File: src/rtl/enc_cnt_axis_packer.sv
// enc_cnt_axis_packer: packs counter results into numbered 32-bit AXI-Stream words with frames and run trailers
module enc_cnt_axis_packer #(
    parameter int FIFO_DEPTH = 16,
    parameter int FRAME_LEN  = 8
) (
    input  logic                          clk,
    input  logic                          rst,
    input  logic                          arm,
    input  logic [23:0]                   cnt,
    input  logic                          ready,
    input  logic                          overflow,
    output logic                          m_axis_tvalid,
    output logic [31:0]                   m_axis_tdata,
    output logic [3:0]                    m_axis_tstrb,
    output logic                          m_axis_tlast,
    input  logic                          m_axis_tready,
    output logic [$clog2(FIFO_DEPTH):0]   level,
    output logic                          drop,
    output logic [15:0]                   drop_cnt
);
    localparam int AW = $clog2(FIFO_DEPTH);
    localparam logic [AW:0] LVL_MAX  = (AW+1)'(FIFO_DEPTH);
    localparam logic [AW:0] LVL_SAMP = (AW+1)'(FIFO_DEPTH - 1);
    localparam logic [5:0]  FL_LAST  = 6'(FRAME_LEN - 1);

    logic [32:0]   mem [FIFO_DEPTH];
    logic [AW-1:0] wr_ptr, rd_ptr;
    logic [AW:0]   mc;
    logic          arm_q, trl_pend;
    logic [5:0]    seq, frame_idx;
    logic [15:0]   drop_snap, drop_next;
    logic          rise, fall, samp_req, samp_push, trl_push, push, pop, out_free, mem_rd, mem_wr, w_last;
    logic [31:0]   w_data;

    assign m_axis_tstrb = 4'hF;
    assign level = mc + {{AW{1'b0}}, m_axis_tvalid};

    always_comb begin
        rise      = arm & ~arm_q;
        fall      = ~arm & arm_q;
        samp_req  = ready & arm_q;
        samp_push = samp_req & ~trl_pend & (level < LVL_SAMP);
        trl_push  = trl_pend & ~samp_push & (level < LVL_MAX);
        push      = samp_push | trl_push;
        w_last    = trl_push | (frame_idx == FL_LAST);
        w_data    = trl_push ? {2'b10, seq, 8'h00, drop_snap} : {1'b0, overflow, seq, cnt};
        drop_next = (samp_req & ~samp_push & (drop_cnt != 16'hFFFF)) ? drop_cnt + 16'd1 : drop_cnt;
        pop       = m_axis_tvalid & m_axis_tready;
        out_free  = ~m_axis_tvalid | pop;
        mem_rd    = out_free & (mc != '0);
        mem_wr    = push & ~(out_free & (mc == '0));
    end

    always_ff @(posedge clk)
        if (mem_wr) mem[wr_ptr] <= {w_last, w_data};

    always_ff @(posedge clk) begin
        if (rst) begin
            arm_q         <= 1'b0;
            trl_pend      <= 1'b0;
            seq           <= '0;
            frame_idx     <= '0;
            drop_cnt      <= '0;
            drop          <= 1'b0;
            drop_snap     <= '0;
            wr_ptr        <= '0;
            rd_ptr        <= '0;
            mc            <= '0;
            m_axis_tvalid <= 1'b0;
            m_axis_tdata  <= '0;
            m_axis_tlast  <= 1'b0;
        end else begin
            arm_q     <= arm;
            drop_cnt  <= rise ? 16'd0 : drop_next;
            drop      <= rise ? 1'b0 : drop | (samp_req & ~samp_push);
            if (fall) begin
                trl_pend  <= 1'b1;
                drop_snap <= drop_next;
            end else if (trl_push) trl_pend <= 1'b0;
            seq       <= rise ? 6'd0 : push ? seq + 6'd1 : seq;
            frame_idx <= (rise | trl_push | (samp_push & w_last)) ? 6'd0 : samp_push ? frame_idx + 6'd1 : frame_idx;
            if (mem_wr) wr_ptr <= wr_ptr + 1'b1;
            if (mem_rd) rd_ptr <= rd_ptr + 1'b1;
            mc <= mc + {{AW{1'b0}}, mem_wr} - {{AW{1'b0}}, mem_rd};
            if (out_free) begin
                if (mc != '0) begin
                    {m_axis_tlast, m_axis_tdata} <= mem[rd_ptr];
                    m_axis_tvalid <= 1'b1;
                end else if (push) begin
                    {m_axis_tlast, m_axis_tdata} <= {w_last, w_data};
                    m_axis_tvalid <= 1'b1;
                end else m_axis_tvalid <= 1'b0;
            end
        end
    end
endmodule

File: config.mk
export PLATFORM = sky130hd
export DESIGN_NAME = enc_cnt_axis_packer
export DESIGN_NICKNAME = d
export VERILOG_FILES = /design/src/rtl/enc_cnt_axis_packer.sv
export SDC_FILE = /design/constraint.sdc
export NUM_CORES = 1
export LEC_CHECK = 0
export BUFFER_PORTS_ARGS = -buffer_cell sky130_fd_sc_hd__buf_2
export CORE_MARGIN = 2
export CORE_UTILIZATION = 41
export CTS_BUF_LIST = sky130_fd_sc_hd__clkbuf_16
export DETAILED_ROUTE_END_ITERATION = 16
export PLACE_DENSITY = 0.64
export SETUP_SLACK_MARGIN = 0.15
export SYNTH_ARGS = -nofsm -noshare
export SYNTH_HDL_FRONTEND = slang
export SYNTH_SLANG_ARGS = --single-unit
File: constraint.sdc
create_clock -name clk -period 12.4 [get_ports clk]
set_input_delay 1.24 -clock clk [delete_from_list [all_inputs] [get_ports clk]]
set_output_delay 1.24 -clock clk [all_outputs]
set_load 0.02 [all_outputs]
== Yosys cells after proc, flatten, opt, wreduce, memory -nomap -nowiden ==
Memories as Yosys holds them, arrays and structs flattened. A register that Yosys moved wholly into a read port is not among the register bits.
Index checks and enable logic that the tools add are counted.
Word-level totals
  register bits: 94
  RAM bits: 528
  output and inout port bits: 60
  logic and storage cells: 73
  memories: 1
Memory list
  mem: depth 16, width 33, read ports 1, clocked after memory_dff 1, write ports 1, line 26  | logic [32:0] mem [FIFO_DEPTH];
Cells by class
  add/subtract/negate cells: 8
  $lt $le $gt $ge: 2
  equality and inequality tests: 2
  muxes and demuxes: 14
  bitwise operators: 26
  reductions and logical operators: 7
Operators with widths (number)
  32-bit 2-to-1 mux: 3
  16-bit by 1-bit adder with 16-bit output (second input constant): 1
  16-bit 2-to-1 mux: 1
  16-bit inequality test (second input constant): 1
  1-bit AND: 14
  6-bit by 1-bit adder with 6-bit output (second input constant): 2
  5-bit by 1-bit adder with 5-bit output: 2
  4-bit by 1-bit adder with 4-bit output (second input constant): 2
  1-bit 2-to-1 mux: 8
  4-bit 2-to-1 mux: 2
  6-bit by 3-bit == test with 1-bit output (second input constant): 1
  1-bit inverter: 6
  1-bit bitwise OR: 6
  5-bit zero test: 1
  5-bit by 4-bit < comparator with 1-bit output (second input constant): 1
  5-bit < comparator (second input constant): 1
  5-bit nonzero test: 1
  5-bit by 1-bit subtractor with 5-bit output: 1
  2-bit nonzero test: 2
  2-bit OR reduction: 2
  2-bit AND reduction: 1

== Depth between registers and ports, before layout ==
  depth after elaboration: 10
  mapped depth: 16
  depth with buffers taken out: 15

== Worst setup path after synthesis ==
No wires, ideal clock.
  path kind: in2reg
  start: in ready
  end: mem mem[3][0] (enable)
  setup time: 0.464 ns
  arrival time: 4.096 ns
  required time: 11.936 ns
  path slack: 7.840 ns
  stages: 4
  cell sequence: a21oi_1 -> nor3_2 -> nand4_1 -> nor3_1
Between the ends
  longest elaborated chain between the ends: 10
Ends and longest elaborated chain
  start, declared: line 10  | input logic ready,
  1-bit AND (*): line 41  | samp_req = ready & arm_q;
  1-bit AND (*) (2 in series): line 42  | samp_push = samp_req & ~trl_pend & (level < LVL_SAMP);
  1-bit inverter: line 43  | trl_push = trl_pend & ~samp_push & (level < LVL_MAX);
  1-bit AND (2 in series): line 43
  1-bit bitwise OR (*): line 44  | push = samp_push | trl_push;
  1-bit AND (*): line 51  | mem_wr = push & ~(out_free & (mc == '0));
  1-bit 2-to-1 mux (*): line 55  | if (mem_wr) mem[wr_ptr] <= {w_last, w_data};
  1-bit 2-to-1 mux (implied by the code) (*): line 55
  end, declared: line 26
Mark *: on every way between the ends. The rest lies on a longest branch, timed or not.

== Final worst setup path ==
  start: reg mc[0]
  end: reg mc[4]
Between the ends
  longest elaborated chain between the ends: 10
Ends and longest elaborated chain
  start, declared: line 28  | logic [AW:0] mc;
  start signal, assigned: line 84  | mc <= mc + {{AW{1'b0}}, mem_wr} - {{AW{1'b0}}, mem_rd};
  5-bit by 1-bit adder with 5-bit output: line 36  | assign level = mc + {{AW{1'b0}}, m_axis_tvalid};
  5-bit by 4-bit < comparator with 1-bit output: line 42
  1-bit AND: line 42
  1-bit inverter: line 43
  1-bit AND (2 in series): line 43
  1-bit bitwise OR: line 44
  1-bit AND: line 51
  5-bit by 1-bit adder with 5-bit output: line 84
  5-bit by 1-bit subtractor with 5-bit output (*): line 84
Marked as above.
A chain may end at the register's enable or synchronous reset.

==> results.yml <==
run_status:
  outcome: "finished, final reports clean"
worst_setup_path:
  path_cells: "ha_1 -> ha_1 -> and3b_1 -> nor3_2 -> and3_1 -> inv_2 -> ha_1 -> inv_1 -> ha_1 -> fa_1 -> a21oi_1 -> nor2_1 -> nor2_1 -> xnor2_1 -> nor2_1"
  critPathSlowestCell: "and3_1"
  cp_top_family: "simple AND/OR/NAND/NOR gates"
  cp_max_fo: 17
  critPathMostFrequentCell: "ha_1"
  max_stage_delay_ps: 540
  setup.worst_path.end_class: "flip-flop"
  cp.required_ps: 12840
  crit_type: "reg2reg"
  worst-path-buf-inv: 2
  cp.arrival_ps: 4230
  setup.worst_path.start_class: "flip-flop"
clock_network:
  clockBufferDepth: 3
  cts_buffers: 67
  clkTransAtPathRegs_ps: 60
  cts-htree-levels: 3
  cts_tree: "yes"
  ctsHoldBuffers: 0
  cts_setup_buffers: 0
  cts_root_buf: "clkbuf_16"
  cts_resized: 0
  clock-sinks: 626
  clk_latency_ps: 590
floorplanning:
  rows: 90
  die_x_um: 250
  core_area_um2: 60100
  io_pins: 90
  fp.dieH_um: 250
  initial_utilization_pct: 41.3
  dieArea_um2: 62600
pwr:
  switching_share_pct: 28.2
  leakage_nw: 9.29
  pwr_density_cell_nw_per_um2: 200
  seqPwrFrac_pct: 43.9
  p_clk_share_pct: 35.3
  p_int_mw: 4.05
  peakVddDrop_uv: 129
  p_comb_share_pct: 20.7
  net-switching-power_mw: 1.59
hold_path:
  hold_class: "reg2reg"
route:
  drt-initial-drc-count: 1088
  dr.pass1.iters: 5
  num_vias: 13200
  routed_wl_mm: 55.9
  antenna_left: 0
  routedWlPerCell_um: 23.9
  routed_via_density: 5.66
  drc: 0
placement:
  preCtsSetupSlack_ps: 8310
  post-dp-hpwl_mm: 31.2
  place_area_um2: 26100
  gp_congestion: 0.831
  place_inst: 2219
  io_buffers: 85
sta:
  relSlewSlack_pct: 16.9
  tns_ps: 0
  setup_violations: 0
  maxSlewViolCount: 0
  post-route-period-util_pct: 30.5
  tightest_slew_ps: 1240
  period_minus_slack_ps: 3780
  fin_ws_ps: 8620
  final_hold_viol_count: 0
  rsz0062_at_grt: "no"
  max_freq_ghz: 0.264
  finClkSkew_ps: 19.3
synthesis:
  ys_warn_count: 0
  synth-main-ff-cell: "edfxtp_1"
  synth_top_area_share_pct: 63.8
  synth-edff-count: 528
  ys_ff_latch: 626
  ys_types: 71
  ys_seq_area_share_pct: 71.7
  yosys-top-cells-area: "edfxtp_1, mux4_2, dfxtp_1"
  yosysTopAreaCell: "edfxtp_1"
  async_flop_share_pct: 0
  syn-cell-area_um2: 24900
  synthCells: 1414
  synth_area_per_cell_um2: 17.6
global_routing:
  grt.total_usage_pct: 17.9
  antenna_found_initial: 1
  grt_max_degree: 68
  grt_pass1_vias: 13600
  grt_pass1_wl_mm: 84.0
  overflow: 0
finish:
  areaGrowthSynthToFinish_pct: 13.7
  final_cells: 2341
  antenna_cells: 0
  finalInstanceArea_um2: 28300
  fin_nets: 1555
  multi_input_area_um2: 6650
  fillers: 5150
  regArea_um2: 17800
  drive_gt1_share_pct: 27.1
run:
  cap_violations: 0
power by group through the flow:
stage | Clock, mW | Sequential [mW] | Combinational, mW
after floorplan | 0 | 2.51 | 0.861
after global placement | 0 | 2.53 | 1.16
after detailed placement | 0 | 2.53 | 1.18
after CTS | 2.02 | 2.48 | 1.18
after global routing | 2.10 | 2.50 | 1.27
final | 1.99 | 2.48 | 1.17
cell usage in the layout, fill, tap and decap left out, types with 29 or more instances in the layout:
cell type	n
buf_2	85
dfxtp_1	94
mux2_2	64
mux4_2	108
o21ai_0	37
a21oi_1	57
inv_1	29
nor2_1	69
clkbuf_16	73
edfxtp_1	528
path summary, 6_finish.rpt:
| kind | cells after the start | slack [ps] | from | to |
|---|---|---|---|---|
| max | 15 | 8620 | mc[0]$_SDFF_PP0_ | mc[4]$_SDFF_PP0_ |
| min | 2 | 440 | drop$_SDFF_PP0_ | drop$_SDFF_PP0_ |
| max reg2reg | 15 | 8620 | mc[0]$_SDFF_PP0_ | mc[4]$_SDFF_PP0_ |
| min reg2reg | 2 | 440 | drop$_SDFF_PP0_ | drop$_SDFF_PP0_ |
flip-flops by register name, indices dropped and copies added (netlist names), 4 cells and up, named ones only:
register and cells:
mem 528, m_axis_tdata 32, drop_cnt 16, drop_snap 16, frame_idx 6, seq 6
mc 5, rd_ptr 4, wr_ptr 4
per-layer routing:
layer	track usage (%)	part of all wire, %
met1	25.7	45
met2	28.4	47
met3	3.02	6.4
met4	5.24	2.0
met5	0	0
through the flow:
step | power [mW] | hold WS, ps | utilization, %
5_1_grt | 5.87 | 478 | 47.0
3_5_place_dp | 3.71 | 436 | 43.3
6_report | 5.64 | 445 | 47.0
2_1_floorplan | 3.37 | 447 | -
4_1_cts | 5.69 | 451 | 47.0
3_3_place_gp | 3.69 | 430 | 43.3
final cells by class:
class                   instances  share of cell area, %
clock buffers                  73                   6.46
clock inverters                49                   1.36
inverters                      16                  0.212
multi-input cells             695                   23.5
flip-flops and latches        626                   63.1
well taps                     782                   3.46
repair buffers                100                   1.90
cell usage after synthesis, drive strengths merged, types with 10 or more instances:
cell type	n
edfxtp	528
mux4	108
dfxtp	98
nor2	70
mux2	64
a21oi	57
buf	49
o21ai	38
clkbuf	31
and3	26
o22ai	26
nand2	24
a211oi	22
mux2i	21
nor2b	21
ha	18
nand3	18
a31oi	17
inv	16
nor3	16
a22oi	14
xor2	14
or3	11
a221oi	10
xnor2	10
logic make-up (layout without fill, tap and decap cells):
logic type / after synthesis / after routing / share of synthesized area, %
buffers and inverters: 96 / 238 / 1.79
DFF: 626 / 626 / 71.7
muxes: 193 / 193 / 13.5
AOI/OAI and AO/OA: 216 / 216 / 6.02
adders and majority gates: 19 / 19 / 0.987
other: 1 / 4 / 0.0151
xor gates and xnor gates: 24 / 24 / 0.846
and+or+nand+nor: 239 / 239 / 5.13
worst register-to-register path: stages, from the launching register on:
cell,delay [ps]
dfxtp_1,350
ha_1,240
ha_1,230
and3b_1,260
nor3_2,430
and3_1,550
inv_2,100
ha_1,290
inv_1,40
ha_1,200
fa_1,440
a21oi_1,180
nor2_1,50
nor2_1,120
xnor2_1,130
nor2_1,50
(Power assumes the default switching activity.)
